**config.mk**
```make
export PLATFORM = sky130hd
export DESIGN_NAME = sequence_generate
export DESIGN_NICKNAME = d
export VERILOG_FILES = /design/src/rtl/seq_pkg.sv /design/src/rtl/sequence_generate.sv
export SDC_FILE = /design/constraint.sdc
export NUM_CORES = 1
export LEC_CHECK = 0
export CORE_MARGIN = 3
export CORE_UTILIZATION = 51
export CTS_CLUSTER_DIAMETER = 80
export CTS_CLUSTER_SIZE = 12
export DETAILED_ROUTE_END_ITERATION = 7
export GPL_ROUTABILITY_DRIVEN = 0
export PLACE_DENSITY = 0.77
export SYNTH_ARGS = -nofsm -noshare
export SYNTH_HDL_FRONTEND = slang
export SYNTH_SLANG_ARGS = --single-unit
```
**constraint.sdc**
```tcl
create_clock -name clk -period 4.61 [get_ports clk]
set_clock_uncertainty 0.15 [all_clocks]
set_input_delay 0.922 -clock clk [delete_from_list [all_inputs] [get_ports clk]]
set_output_delay 0.922 -clock clk [all_outputs]
set_load 0.05 [all_outputs]
```
**src/rtl/seq_pkg.sv**
```systemverilog
// Definitions shared by the sequence generator and its matching detector:
// FSM state encoding and default pattern/repeat widths.
package seq_pkg;

  localparam int SEQ_WIDTH = 8;
  localparam int SEQ_RPT_W = 4;

  typedef enum logic [1:0] {
    ST_IDLE = 2'd0,
    ST_SEND = 2'd1,
    ST_GAP  = 2'd2
  } seq_state_t;

endpackage

```
**src/rtl/sequence_generate.sv**
```systemverilog
// Serial pattern generator: latches a pattern on start and sends it MSB first, with optional
// repetitions separated by idle gaps. First bit one cycle after start; no backpressure, abort exits at once.
module sequence_generate
  import seq_pkg::*;
#(
  parameter int WIDTH = SEQ_WIDTH,
  parameter int RPT_W = SEQ_RPT_W
) (
  input  logic             clk,
  input  logic             rst,
  input  logic             start,
  input  logic             abort,
  input  logic [WIDTH-1:0] pattern,
  input  logic [RPT_W-1:0] repeat_num,
  input  logic [RPT_W-1:0] gap,
  output logic             dout,
  output logic             dout_vld,
  output logic             busy,
  output logic             done
);

  localparam int            BW      = $clog2(WIDTH);
  localparam logic [BW-1:0] BIT_MSB = BW'(WIDTH - 1);

  seq_state_t       state_q, state_d;
  logic [WIDTH-1:0] pat_q, pat_d;
  logic [RPT_W-1:0] rep_q, rep_d;
  logic [RPT_W-1:0] gap_len_q, gap_len_d;
  logic [RPT_W-1:0] gap_cnt_q, gap_cnt_d;
  logic [BW-1:0]    bit_q, bit_d;
  logic             dout_q, dout_d;
  logic             vld_q, vld_d;
  logic             busy_q, busy_d;
  logic             done_q, done_d;

  always_ff @(posedge clk) begin
    if (rst) begin
      state_q   <= ST_IDLE;
      pat_q     <= '0;
      rep_q     <= '0;
      gap_len_q <= '0;
      gap_cnt_q <= '0;
      bit_q     <= '0;
      dout_q    <= 1'b0;
      vld_q     <= 1'b0;
      busy_q    <= 1'b0;
      done_q    <= 1'b0;
    end else begin
      state_q   <= state_d;
      pat_q     <= pat_d;
      rep_q     <= rep_d;
      gap_len_q <= gap_len_d;
      gap_cnt_q <= gap_cnt_d;
      bit_q     <= bit_d;
      dout_q    <= dout_d;
      vld_q     <= vld_d;
      busy_q    <= busy_d;
      done_q    <= done_d;
    end
  end

  // Outputs are computed for the cycle being entered, so every output is a flop.
  always_comb begin
    state_d   = state_q;
    pat_d     = pat_q;
    rep_d     = rep_q;
    gap_len_d = gap_len_q;
    gap_cnt_d = gap_cnt_q;
    bit_d     = bit_q;
    dout_d    = 1'b0;
    vld_d     = 1'b0;
    busy_d    = 1'b0;
    done_d    = 1'b0;

    case (state_q)
      ST_IDLE: begin
        if (start && !abort) begin
          state_d   = ST_SEND;
          pat_d     = pattern;
          rep_d     = repeat_num;
          gap_len_d = gap;
          bit_d     = BIT_MSB;
          dout_d    = pattern[WIDTH-1];
          vld_d     = 1'b1;
          busy_d    = 1'b1;
        end
      end
      ST_SEND: begin
        if (abort) begin
          state_d = ST_IDLE;
        end else if (bit_q != '0) begin
          bit_d  = bit_q - BW'(1);
          dout_d = pat_q[bit_d];
          vld_d  = 1'b1;
          busy_d = 1'b1;
        end else if (rep_q == '0) begin
          state_d = ST_IDLE;
          done_d  = 1'b1;
        end else begin
          rep_d  = rep_q - RPT_W'(1);
          busy_d = 1'b1;
          if (gap_len_q == '0) begin
            bit_d  = BIT_MSB;
            dout_d = pat_q[WIDTH-1];
            vld_d  = 1'b1;
          end else begin
            // Entering GAP is itself the first idle cycle.
            state_d   = ST_GAP;
            gap_cnt_d = gap_len_q - RPT_W'(1);
          end
        end
      end
      ST_GAP: begin
        if (abort) begin
          state_d = ST_IDLE;
        end else begin
          busy_d = 1'b1;
          if (gap_cnt_q == '0) begin
            state_d = ST_SEND;
            bit_d   = BIT_MSB;
            dout_d  = pat_q[WIDTH-1];
            vld_d   = 1'b1;
          end else begin
            gap_cnt_d = gap_cnt_q - RPT_W'(1);
          end
        end
      end
      default: state_d = ST_IDLE;
    endcase
  end

  assign dout     = dout_q;
  assign dout_vld = vld_q;
  assign busy     = busy_q;
  assign done     = done_q;

endmodule

```
Word level (Yosys, flattened, before mapping):

Cells that the tools add are included.
Widths: inputs -> output; s select.

* add/subtract/negate cells: 4
* magnitude comparators: 1
* equal/unequal tests: 15
* muxes and demuxes: 52
* bitwise operators: 1
* reductions and logical operators: 16

Operators by type and width (number)
* $mux 4: 10
* $mux 3: 7
* $mux 1: 20
* $ne 2x2->1 const B: 8
* $pmux 4 s2: 2
* $mux 2: 7
* $reduce_and 7->1: 2
* $logic_not 4->1: 3
* $ne 3x3->1 const B: 4
* $sub 4x1->4 const B: 3
* $pmux 1 s3: 3
* $pmux 3 s3: 1
* $pmux 2 s3: 1
* $reduce_bool 3->1: 2
* $reduce_and 5->1: 1
* $lt 3x4->1 const B: 1
* $ne 4x4->1 const B: 1
* $reduce_and 4->1: 1
* $reduce_bool 2->1: 2
* $reduce_or 4->1: 1
* $bmux 1 s3: 1
* $sub 3x1->3 const B: 1
* $eq 2x1->1 const B: 1
* $eq 2x2->1 const B: 1
* 5 further kinds: 5

* register bits after elaboration: 29
* output and inout bits: 4
* logic and storage cells: 99

Depth between registers and ports, before layout:

Gate-level depths: netlist of run 1.

* word-level depth: 6
* depth in mapped cells: 8
* gate-level depth less buffers: 7

Worst setup path before layout of run 1:

No wires, ideal clock.

* kind: input port to flip-flop
* start point: input abort
* end point: register bit_q[1]
* setup time: 0.123 ns
* arrival time: 2.008 ns
* setup slack: 2.328 ns
* cell stages on the path: 4
* buffers on the path: 1
* cell sequence: buf_1 -> nor2_1 -> a22oi_1 -> mux2_1

* longest elaborated chain between the ends: 4
* elaborated cells between the ends (all ways): 6
* classes of those cells: eq/ne (3); reduce/logical (3)

Ends and longest elaborated chain
* from (decl): RTL line sequence_generate.sv:12 `input logic abort,`
* $logic_not 1->1: RTL line sequence_generate.sv:77 `if (start && !abort) begin`
* $logic_and 1x1->1: RTL line sequence_generate.sv:77
* $ne 2x2->1 (no source line)
* $reduce_and 7->1 (no source line) (*)
* to (signal assigned): RTL line sequence_generate.sv:54 `bit_q <= bit_d;`
* to (decl): RTL line sequence_generate.sv:30 `logic [BW-1:0] bit_q, bit_d;`

Mark *: on every way between the ends. The rest lies on a longest branch, timed or not.
A chain may end at the register's enable or synchronous reset.

Worst setup path in the final report of run 1:

* start point: input abort
* end point: register dout_q, in the netlist dout

* longest elaborated chain between the ends: 4
* elaborated cells between the ends (all ways): 6
* classes of those cells: mux (4); reduce/logical (2)

Ends and longest elaborated chain
* $logic_not 1->1: RTL line sequence_generate.sv:77
* $logic_and 1x1->1: RTL line sequence_generate.sv:77
* $mux 1: RTL line sequence_generate.sv:77
* $pmux 1 s3 (*): RTL line sequence_generate.sv:75 `case (state_q)`
* to (signal assigned): RTL line sequence_generate.sv:55 `dout_q <= dout_d;`
* to (decl): RTL line sequence_generate.sv:31 `logic dout_q, dout_d;`

Marked as above.

==> out/summary.json, run 1 <==
{
  "run_status": "completed",
  "ant_nets": 0,
  "timing.critical_path.depth": 6,
  "n_fill_cell": 244,
  "worstPathMaxFanout": 14,
  "fin_ws_ps": 1880,
  "antenna_found_initial": 0,
  "maxCapViolations": 0,
  "floorplan.die.height_microns": 60.7,
  "p_comb_share_pct": 20.2,
  "synth_warnings": 0,
  "max_stage_delay_ps": 790,
  "crit_required_ps": 4640,
  "seq_power_share_pct": 51.2,
  "achievable-frequency_ghz": 0.367,
  "drt_first_iter_violations": 63,
  "worst_case_register_to_register_setup_slack_ps": 2260,
  "netlist_area_sq_um": 1530,
  "cts_tree": "built",
  "dp_hpwl_mm": 2.50,
  "holdWs_ps": 306,
  "reg2regPathDepth": 7,
  "synth_ff_type": "sky130_fd_sc_hd__dfxtp_1",
  "critical_path_class": "primary input to register",
  "average_instance_area_after_synthesis_sq_um": 8.53,
  "drv_slew": 0,
  "initial_core_utilization_pct": 54.5,
  "tns_ps": 0,
  "yosysSeqAreaShare_pct": 38.0,
  "utilization_pct": 65.1,
  "mostFrequentLayoutCells": "29 x sky130_fd_sc_hd__dfxtp_1, 26 x sky130_fd_sc_hd__nand2_1, 23 x sky130_fd_sc_hd__clkdlybuf4s50_1, 18 x sky130_fd_sc_hd__a21oi_1, 9 x sky130_fd_sc_hd__nor2_1",
  "length_of_the_first_detailed_routing_pass_in_iterations": 4,
  "final_hold_viol_count": 0,
  "via_per_inst": 5.90,
  "report.power.total_mw": 0.533,
  "power-per-cell-area_nw_per_um2": 292,
  "end_kind": "register",
  "cts-hold-fix-buffers": 0,
  "crit_chain": "clkdlybuf4s50_1 > nor4b_2 > buf_4 > a32o_1 > a2111oi_0 > a2111oi_1",
  "grt_max_degree": 18,
  "synth_edf_count": 0,
  "die_x_microns": 60.7,
  "setup-violations-final": 0,
  "clk-insertion-delay-late_ps": 320,
  "flow.area_growth_from_synthesis_pct": 19.6,
  "layout_worst_path_cycle_share_pct": 59.2,
  "rows": 19,
  "synthesis.instances": 179,
  "clockBufferDepth": 2,
  "rsz0062_at_grt": "false",
  "core_region_area_sq_um": 2810,
  "sw_frac_of_total_pct": 27.8,
  "synth_top_cells_by_area": "sky130_fd_sc_hd__dfxtp_1 38%, sky130_fd_sc_hd__nand2_1 6.4%, sky130_fd_sc_hd__a21oi_1 5.9%",
  "layout.cells.most_common": "sky130_fd_sc_hd__dfxtp_1",
  "power.clock.fraction_pct": 28.6,
  "r2r-end": "gap_cnt_q[2]",
  "cts.reportedPaths.clkPinSlew_ps": 80,
  "cts_buffers": 5,
  "grt_pass1_wl_mm": 5.32,
  "numPortBuffers": 23,
  "ys_seq_elements": 29,
  "count_of_unique_library_cells_instantiated_by_yosys": 47,
  "setup.worst_path.start": "abort",
  "post_synth_top_area_share_pct": 38.0,
  "ctsResizeCount": 0,
  "timing_worst_slew_pin_value_ps": 586,
  "fp.dieArea_sq_um": 3690,
  "cts_root_buffer": "sky130_fd_sc_hd__clkbuf_4",
  "critPathBufInv": 2,
  "endpoint": "dout",
  "h-tree-depth": 2,
  "preCtsSetupSlack_ps": 1550,
  "routed_wire_length_per_instance_microns": 14.2,
  "power.static_leakage_nw": 0.648,
  "worst_slew_margin_rel_pct": 60.6,
  "yosysTopAreaCell": "sky130_fd_sc_hd__dfxtp_1",
  "min_path_type": "register to register",
  "final_net_count": 225,
  "total_switching_power_mw": 0.148,
  "power_report.internal_total_mw": 0.385,
  "final_layout_size_suffix_gt1_share_pct": 9.45,
  "drt_wl_total_mm": 3.29,
  "critical_path.slowest_cell": "sky130_fd_sc_hd__clkdlybuf4s50_1",
  "grt.total_usage_pct": 19.4,
  "min_period_ps": 2730,
  "mappedNetlistNets": 203,
  "maximum_vdd_drop_mv": 0.147,
  "r2r-start": "state_q[1]",
  "num_antenna_cells": 0,
  "worstSetupStartpointType": "primary input",
  "timing.critical_path.arrival_ps": 2760,
  "overall_via_count_from_detail_route": 1369,
  "route.detailed.drc": 0,
  "boundaryPins": 24,
  "clock_sinks": 29,
  "grt_overflow": 0,
  "cpLargestDelayFamily": "buffers and inverters",
  "cts.repair_timing.setup_buffer_count": 0,
  "synth-async-reset-ratio_pct": 0,
  "number_of_global_route_vias_before_repair": 1263
}
## cell usage after synthesis, types with 2 or more instances
library cell,instances
sky130_fd_sc_hd__dfxtp_1,29
sky130_fd_sc_hd__nand2_1,26
sky130_fd_sc_hd__a21oi_1,18
sky130_fd_sc_hd__nor2_1,9
sky130_fd_sc_hd__inv_1,8
sky130_fd_sc_hd__clkbuf_1,7
sky130_fd_sc_hd__nand2b_1,5
sky130_fd_sc_hd__nor4_1,5
sky130_fd_sc_hd__o21ai_1,5
sky130_fd_sc_hd__a211oi_1,4
sky130_fd_sc_hd__a31oi_1,4
sky130_fd_sc_hd__ha_1,4
sky130_fd_sc_hd__nor3_1,4
sky130_fd_sc_hd__o21ai_0,4
sky130_fd_sc_hd__and2_1,3
sky130_fd_sc_hd__nor2b_1,3
sky130_fd_sc_hd__nor3b_1,3
sky130_fd_sc_hd__a22oi_1,2
sky130_fd_sc_hd__buf_2,2
sky130_fd_sc_hd__mux2i_1,2
sky130_fd_sc_hd__mux4_2,2
sky130_fd_sc_hd__nand3_1,2
sky130_fd_sc_hd__nand4_1,2
sky130_fd_sc_hd__nand4bb_1,2
sky130_fd_sc_hd__o41ai_1,2
## area by class of cell
class	instances	area, sq um	share of cell area (%)
Timing Repair Buffer	25	245	13.4
Tap cell	31	38.8	2.12
Inverter	8	30.0	1.64
Clock buffer	7	55.1	3.01
Sequential cell	29	581	31.8
Multi-Input combinational cell	132	877	48.0
## layer usage
metal / track usage (%) / wire (microns) / part of all wire (%) / vias to the layer above
li1: - / - / - / 700
met1: 23.4 / 1530 / 46 / 627
met2: 32.4 / 1530 / 46 / 36
met3: 4.89 / 179 / 5.4 / 6
met4: 8.98 / 55 / 1.7 / 0
met5: 0 / 0 / 0 / -
## power groups by stage
stage               clock network [mW]  registers (mW)  logic (mW)
finish                           0.152           0.273       0.108
detailed placement                   0           0.279       0.107
global placement                     0           0.278       0.104
CTS                              0.153           0.273       0.107
global route                     0.161           0.275       0.119
floorplan                            0           0.279      0.0711
## kinds of logic after synthesis
family	share of synthesized area, %
AND/OR/NAND/NOR	26.9
AO/OA/AOI/OAI	21.0
flip-flops	38.0
buffers and inverters	4.59
multiplexers	5.73
adder cells (fa/ha/maj)	3.28
XOR/XNOR	0.573
## metrics by stage
| stage | cells | area, sq um |
|---|---|---|
| after floorplan | 179 | 1530 |
| after global placement | 225 | 1770 |
| after detailed placement | 225 | 1770 |
| after CTS | 232 | 1830 |
| after global routing | 232 | 1830 |
| final | 232 | 1830 |
## worst reg2reg max path, stage by stage (launching register included)
cell and delay (ps):
sky130_fd_sc_hd__dfxtp_1 590, sky130_fd_sc_hd__nor2b_1 440, sky130_fd_sc_hd__mux2i_1 310, sky130_fd_sc_hd__ha_1 230, sky130_fd_sc_hd__nand4bb_1 130, sky130_fd_sc_hd__o41ai_1 80, sky130_fd_sc_hd__a31oi_1 200, sky130_fd_sc_hd__o22ai_1 110
## registers in the layout, indices dropped and copies added, names as in the netlist
signal,flops
gap_len_q,4
state_q,2
busy,1
rep_q,4
pat_q,8
gap_cnt_q,4
dout,1
done,1
bit_q,3
dout_vld,1
## worst min path at each step
| stage | start | to | slack (ps) | cells after the start |
|---|---|---|---|---|
| 6_report | pat_q[1] | pat_q[1] | 310 | 2 |
| 5_1_grt | pat_q[1] | pat_q[1] | 340 | 2 |
| 4_1_cts | pat_q[1] | pat_q[1] | 310 | 2 |
| 3_5_place_dp | pat_q[1] | pat_q[1] | 300 | 2 |
| 3_3_place_gp | pat_q[2] | pat_q[2] | 300 | 2 |
| 2_1_floorplan | pat_q[1] | pat_q[1] | 280 | 2 |
Power figures use the tool's default switching activity.
==> inputs of run 2 (changes only) <==
==> constraint.sdc (replaced) <==
create_clock -name clk -period 2.8 [get_ports clk]
set_clock_uncertainty 0.15 [all_clocks]
set_input_delay 0.56 -clock clk [delete_from_list [all_inputs] [get_ports clk]]
set_output_delay 0.56 -clock clk [all_outputs]
set_load 0.05 [all_outputs]
==> run 2 against run 1 <==
Effect of this change: sequential share of layout area about the same; worst setup slack worse by 1500 ps; wire length up 13%; cell area up 0.14%; first-iteration DRC count up 1.6%; final cell count up 0.43%; sequential power up 65%; clock-buffer cell count down 2; clock power up 45%; global-route usage up 2.3 points; combinational power up 70%; register-to-register slack worse by 1800 ps; largest cell class unchanged.
==> out/summary.json, run 2 (same netlist as run 1, synthesis figures left out) <==
{
  "run_status": "completed",
  "critical_path.slowest_cell": "sky130_fd_sc_hd__dfxtp_1",
  "grt.total_usage_pct": 21.7,
  "numPortBuffers": 23,
  "final_hold_viol_count": 0,
  "fp.dieArea_sq_um": 3690,
  "drt_wl_total_mm": 3.72,
  "power-per-cell-area_nw_per_um2": 467,
  "min_period_ps": 2370,
  "die_x_microns": 60.7,
  "max_flop_register": "pat_q",
  "via_per_inst": 6.04,
  "worst_slew_margin_rel_pct": 49.2,
  "dp_hpwl_mm": 2.77,
  "r2r-start": "state_q[1]",
  "num_antenna_cells": 0,
  "core_region_area_sq_um": 2810,
  "holdWs_ps": 307,
  "cts_tree": "built",
  "flow.area_growth_from_synthesis_pct": 19.7,
  "cts_root_buffer": "sky130_fd_sc_hd__clkbuf_4",
  "cts.repair_timing.setup_buffer_count": 0,
  "number_of_global_route_vias_before_repair": 1307,
  "largest_reg_flops": 8,
  "rows": 19,
  "placed_cells": 227,
  "min_from": "pat_q[3]",
  "initial_core_utilization_pct": 54.5,
  "clk-insertion-delay-late_ps": 330,
  "maxCapViolations": 0,
  "layout_worst_path_cycle_share_pct": 84.7,
  "grt_max_degree": 20,
  "mostFrequentLayoutCells": "29 x sky130_fd_sc_hd__dfxtp_1, 26 x sky130_fd_sc_hd__nand2_1, 23 x sky130_fd_sc_hd__clkdlybuf4s50_1, 18 x sky130_fd_sc_hd__a21oi_1, 9 x sky130_fd_sc_hd__nor2_1",
  "grt_pass1_wl_mm": 5.85,
  "floorplan.die.height_microns": 60.7,
  "fin_cells": 233,
  "crit_chain": "nor2b_1 > mux2i_1 > ha_1 > nand4bb_1 > o41ai_1 > a31oi_1 > o22ai_1",
  "power.clock.fraction_pct": 25.7,
  "routed_wire_length_per_instance_microns": 16.0,
  "achievable-frequency_ghz": 0.422,
  "crit_required_ps": 2820,
  "cts.reportedPaths.clkPinSlew_ps": 80,
  "length_of_the_first_detailed_routing_pass_in_iterations": 4,
  "clockBufferDepth": 2,
  "overall_via_count_from_detail_route": 1407,
  "ctsResizeCount": 0,
  "drt_first_iter_violations": 64,
  "sw_frac_of_total_pct": 29.2,
  "grt_overflow": 0,
  "tns_ps": 0,
  "max_stage_delay_ps": 590,
  "critical_path_class": "register to register",
  "clock_sinks": 29,
  "end_kind": "register",
  "utilization_pct": 65.2,
  "worstSetupStartpointType": "register",
  "timing.critical_path.arrival_ps": 2400,
  "rsz0062_at_grt": "false",
  "min_path_type": "register to register",
  "antenna_found_initial": 0,
  "worst_case_register_to_register_setup_slack_ps": 430,
  "layout.cells.most_common": "sky130_fd_sc_hd__dfxtp_1",
  "p_comb_share_pct": 21.6,
  "total_switching_power_mw": 0.250,
  "maximum_vdd_drop_mv": 0.361,
  "power.static_leakage_nw": 0.653,
  "ant_nets": 0,
  "power_report.internal_total_mw": 0.605,
  "cts_buffers": 5,
  "setup-violations-final": 0,
  "setup.worst_path.start": "state_q[1]",
  "drv_slew": 0,
  "h-tree-depth": 2,
  "route.detailed.drc": 0,
  "worstPathMaxFanout": 13,
  "timing_worst_slew_pin_value_ps": 760,
  "seq_power_share_pct": 52.7,
  "boundaryPins": 24,
  "final_layout_size_suffix_gt1_share_pct": 10.4,
  "final_net_count": 227,
  "cts-hold-fix-buffers": 0
}
run 2: routing by layer:
metal  share of wire [%]  global-route usage, %  up-vias
met3                 6.6                   7.02       11
met4                 2.9                   10.2        0
met1                  43                   25.0      642
met5                   0                      0        -
li1                    -                      -      704
met2                  48                   36.5       50
run 2: critical path, delay by kind of cell, from the launching register on:
family          cells  cell delay (ps)
mux                 1              310
flops               1              590
fa+ha+maj           1              220
simple gates        2              620
compound gates      3              330
run 2: cell type report:
class | instances | area [sq um]
well taps | 31 | 38.8
clock buffers | 5 | 37.5
fillers | 260 | 976
flip-flops and latches | 29 | 581
clock inverters | 1 | 5.00
repair buffers | 27 | 260
inverters | 8 | 30.0
multi-input cells | 132 | 877
run 2: worst paths after layout:
check | to | cells past startpoint
worst max-delay path | gap_cnt_q[2] | 7
worst min-delay path | pat_q[3] | 2
worst max register to register | gap_cnt_q[2] | 7
worst min register to register | pat_q[3] | 2
run 2: power by group through the flow:
stage,combinational (mW),sequential (mW),clock [mW]
6_report,0.184,0.450,0.220
5_1_grt,0.201,0.453,0.239
4_1_cts,0.183,0.450,0.229
3_5_place_dp,0.182,0.460,0
3_3_place_gp,0.174,0.458,0
2_1_floorplan,0.117,0.459,0
run 2: metrics by stage:
step                total power [mW]  area [sq um]  setup WS, ps
global route                   0.893          1830           331
global placement               0.633          1790           318
CTS                            0.862          1830           487
finish                         0.854          1830           428
detailed placement             0.642          1790           234
floorplan                      0.576          1530           836
==> inputs of run 3 (changes only) <==
--- a/config.mk
+++ b/config.mk
@@ -6,12 +6,12 @@
 export NUM_CORES = 1
 export LEC_CHECK = 0
 export CORE_MARGIN = 3
-export CORE_UTILIZATION = 51
+export CORE_UTILIZATION = 47
 export CTS_CLUSTER_DIAMETER = 80
 export CTS_CLUSTER_SIZE = 12
 export DETAILED_ROUTE_END_ITERATION = 7
 export GPL_ROUTABILITY_DRIVEN = 0
-export PLACE_DENSITY = 0.77
+export PLACE_DENSITY = 0.75
 export SYNTH_ARGS = -nofsm -noshare
 export SYNTH_HDL_FRONTEND = slang
 export SYNTH_SLANG_ARGS = --single-unit
==> constraint.sdc (replaced) <==
create_clock -name clk -period 2.1 [get_ports clk]
set_clock_uncertainty 0.15 [all_clocks]
set_input_delay 0.42 -clock clk [delete_from_list [all_inputs] [get_ports clk]]
set_output_delay 0.42 -clock clk [all_outputs]
set_load 0.05 [all_outputs]
==> run 3 against run 2 <==
Effect of this change: core utilization shrank 1.1 points; critical endpoint is now dout; first-iteration DRC count decreased by 3.1%; cell area is 7.9% higher; clock power grew 75%; clock-buffer cell count rose by 2; final cell count increased by 12%; power increased by 46%; die area is 7.6% higher.
==> out/summary.json, run 3 (same netlist as run 1, synthesis figures left out) <==
{
  "run_status": "completed",
  "numPortBuffers": 23,
  "final_hold_viol_count": 0,
  "largest_reg_flops": 8,
  "critical_path.slowest_cell": "sky130_fd_sc_hd__clkdlybuf4s50_1",
  "reg2regPathDepth": 6,
  "cts.reportedPaths.clkPinSlew_ps": 90,
  "met1_usage_pct": 23.0,
  "layout.cells.most_common": "sky130_fd_sc_hd__dfxtp_1",
  "h-tree-depth": 2,
  "clk-insertion-delay-late_ps": 330,
  "grt_pass1_wl_mm": 6.04,
  "cts_tree": "built",
  "worst_slew_margin_rel_pct": 66.9,
  "grt.met2_usage_pct": 31.2,
  "final_net_count": 240,
  "register_area_sq_um": 581,
  "cts.repair_timing.setup_buffer_count": 0,
  "max_stage_delay_ps": 800,
  "grt_busiest_layer": "met2",
  "critPathBufInv": 1,
  "final_layout_size_suffix_gt1_share_pct": 17.1,
  "ant_nets": 0,
  "min_path_type": "register to register",
  "worstPathMaxFanout": 1,
  "crit_required_ps": 1530,
  "drt_wl_total_mm": 3.38,
  "cts_buffers": 5,
  "report.power.total_mw": 1.25,
  "grt_max_degree": 14,
  "timing.critical_path.arrival_ps": 1470,
  "timing.critical_path.depth": 1,
  "critical_path_class": "register to primary output",
  "rsz0062_at_grt": "false",
  "postPlaceCellArea_sq_um": 1900,
  "fin_cells": 261,
  "power.static_leakage_nw": 0.732,
  "met3_usage_pct": 6.12,
  "clock_sinks": 29,
  "maximum_vdd_drop_mv": 0.344,
  "preCtsSetupSlack_ps": -83.9,
  "grt.total_usage_pct": 18.8,
  "setup-violations-final": 0,
  "worst_hold_path.num_cells": 2,
  "holdWs_ps": 310,
  "via_per_inst": 5.38,
  "min_period_ps": 2040,
  "power-per-cell-area_nw_per_um2": 632,
  "area_of_combinational_cells_with_multiple_inputs_sq_um": 880,
  "length_of_the_first_detailed_routing_pass_in_iterations": 4,
  "rows": 20,
  "dp_hpwl_mm": 2.66,
  "fin_ws_ps": 64.8,
  "crit_chain": "clkdlybuf4s50_1",
  "end_kind": "primary output",
  "cts-hold-fix-buffers": 0,
  "worstSetupStartpointType": "register",
  "antenna_found_initial": 0,
  "timing_worst_slew_pin_value_ps": 495,
  "placed_cells": 253,
  "initial_core_utilization_pct": 49.6,
  "drt_first_iter_violations": 62,
  "overall_via_count_from_detail_route": 1404,
  "num_antenna_cells": 0,
  "maxCapViolations": 0,
  "core_region_area_sq_um": 3080,
  "tns_ps": 0,
  "route.detailed.drc": 0,
  "die_x_microns": 63.0,
  "flow.area_growth_from_synthesis_pct": 29.2,
  "cts_root_buffer": "sky130_fd_sc_hd__clkbuf_4",
  "n_fill_cell": 270,
  "achievable-frequency_ghz": 0.491,
  "floorplan.die.height_microns": 63.0,
  "number_of_global_route_vias_before_repair": 1381,
  "clockBufferDepth": 2,
  "drv_slew": 0,
  "grt_overflow": 0,
  "boundaryPins": 24,
  "utilization_pct": 64.1,
  "fp.dieArea_sq_um": 3970,
  "max_flop_register": "pat_q",
  "layout_worst_path_cycle_share_pct": 96.9,
  "finalInstanceArea_sq_um": 1970,
  "cpLargestDelayFamily": "buffers and inverters",
  "routed_wire_length_per_instance_microns": 13.0,
  "mostFrequentLayoutCells": "29 x sky130_fd_sc_hd__dfxtp_1, 26 x sky130_fd_sc_hd__nand2_1, 23 x sky130_fd_sc_hd__clkdlybuf4s50_1, 18 x sky130_fd_sc_hd__a21oi_1, 17 x sky130_fd_sc_hd__buf_4"
}
run 3: cell types whose count changed in the layout (fill, tap and decap cells not counted), sizes merged:
cell    previous run  this run
buf                4        17
clkbuf             5         7
run 3: final cells by class:
| type | instances | area share (%) |
|---|---|---|
| multi-input cells | 132 | 44.6 |
| inverters | 8 | 1.52 |
| clock inverters | 1 | 0.254 |
| repair buffers | 40 | 18.1 |
| well taps | 44 | 2.79 |
| clock buffers | 7 | 3.30 |
| flip-flops and latches | 29 | 29.4 |
run 3: path summary, 6_finish.rpt:
| check | start | endpoint | slack (ps) |
|---|---|---|---|
| min reg2reg | pat_q[3] | pat_q[3] | 310 |
| min | pat_q[3] | pat_q[3] | 310 |
| max | dout | dout | 60 |
| max reg2reg | rep_q[0] | gap_cnt_q[2] | 130 |
run 3: metal layers:
| metal | up-vias | routed length, microns | part of all wire [%] |
|---|---|---|---|
| met1 | 633 | 1550 | 46 |
| met2 | 36 | 1620 | 48 |
| met5 | - | 0 | 0 |
| met3 | 2 | 187 | 5.5 |
| li1 | 733 | - | - |
| met4 | 0 | 25 | 0.74 |
run 3: where the power goes:
group	total (mW)	internal [mW]	switching (mW)
Combinational	0.265	0.132	0.132
Clock	0.386	0.194	0.192
Sequential	0.597	0.576	0.0207
Total	1.25	0.902	0.345
run 3: what timing repair did:
item | 4_1_cts | 5_1_grt
setup endpoints to repair | 0 | 1
resized for setup | 0 | 1
endpoints found under the hold margin | 0 | 0
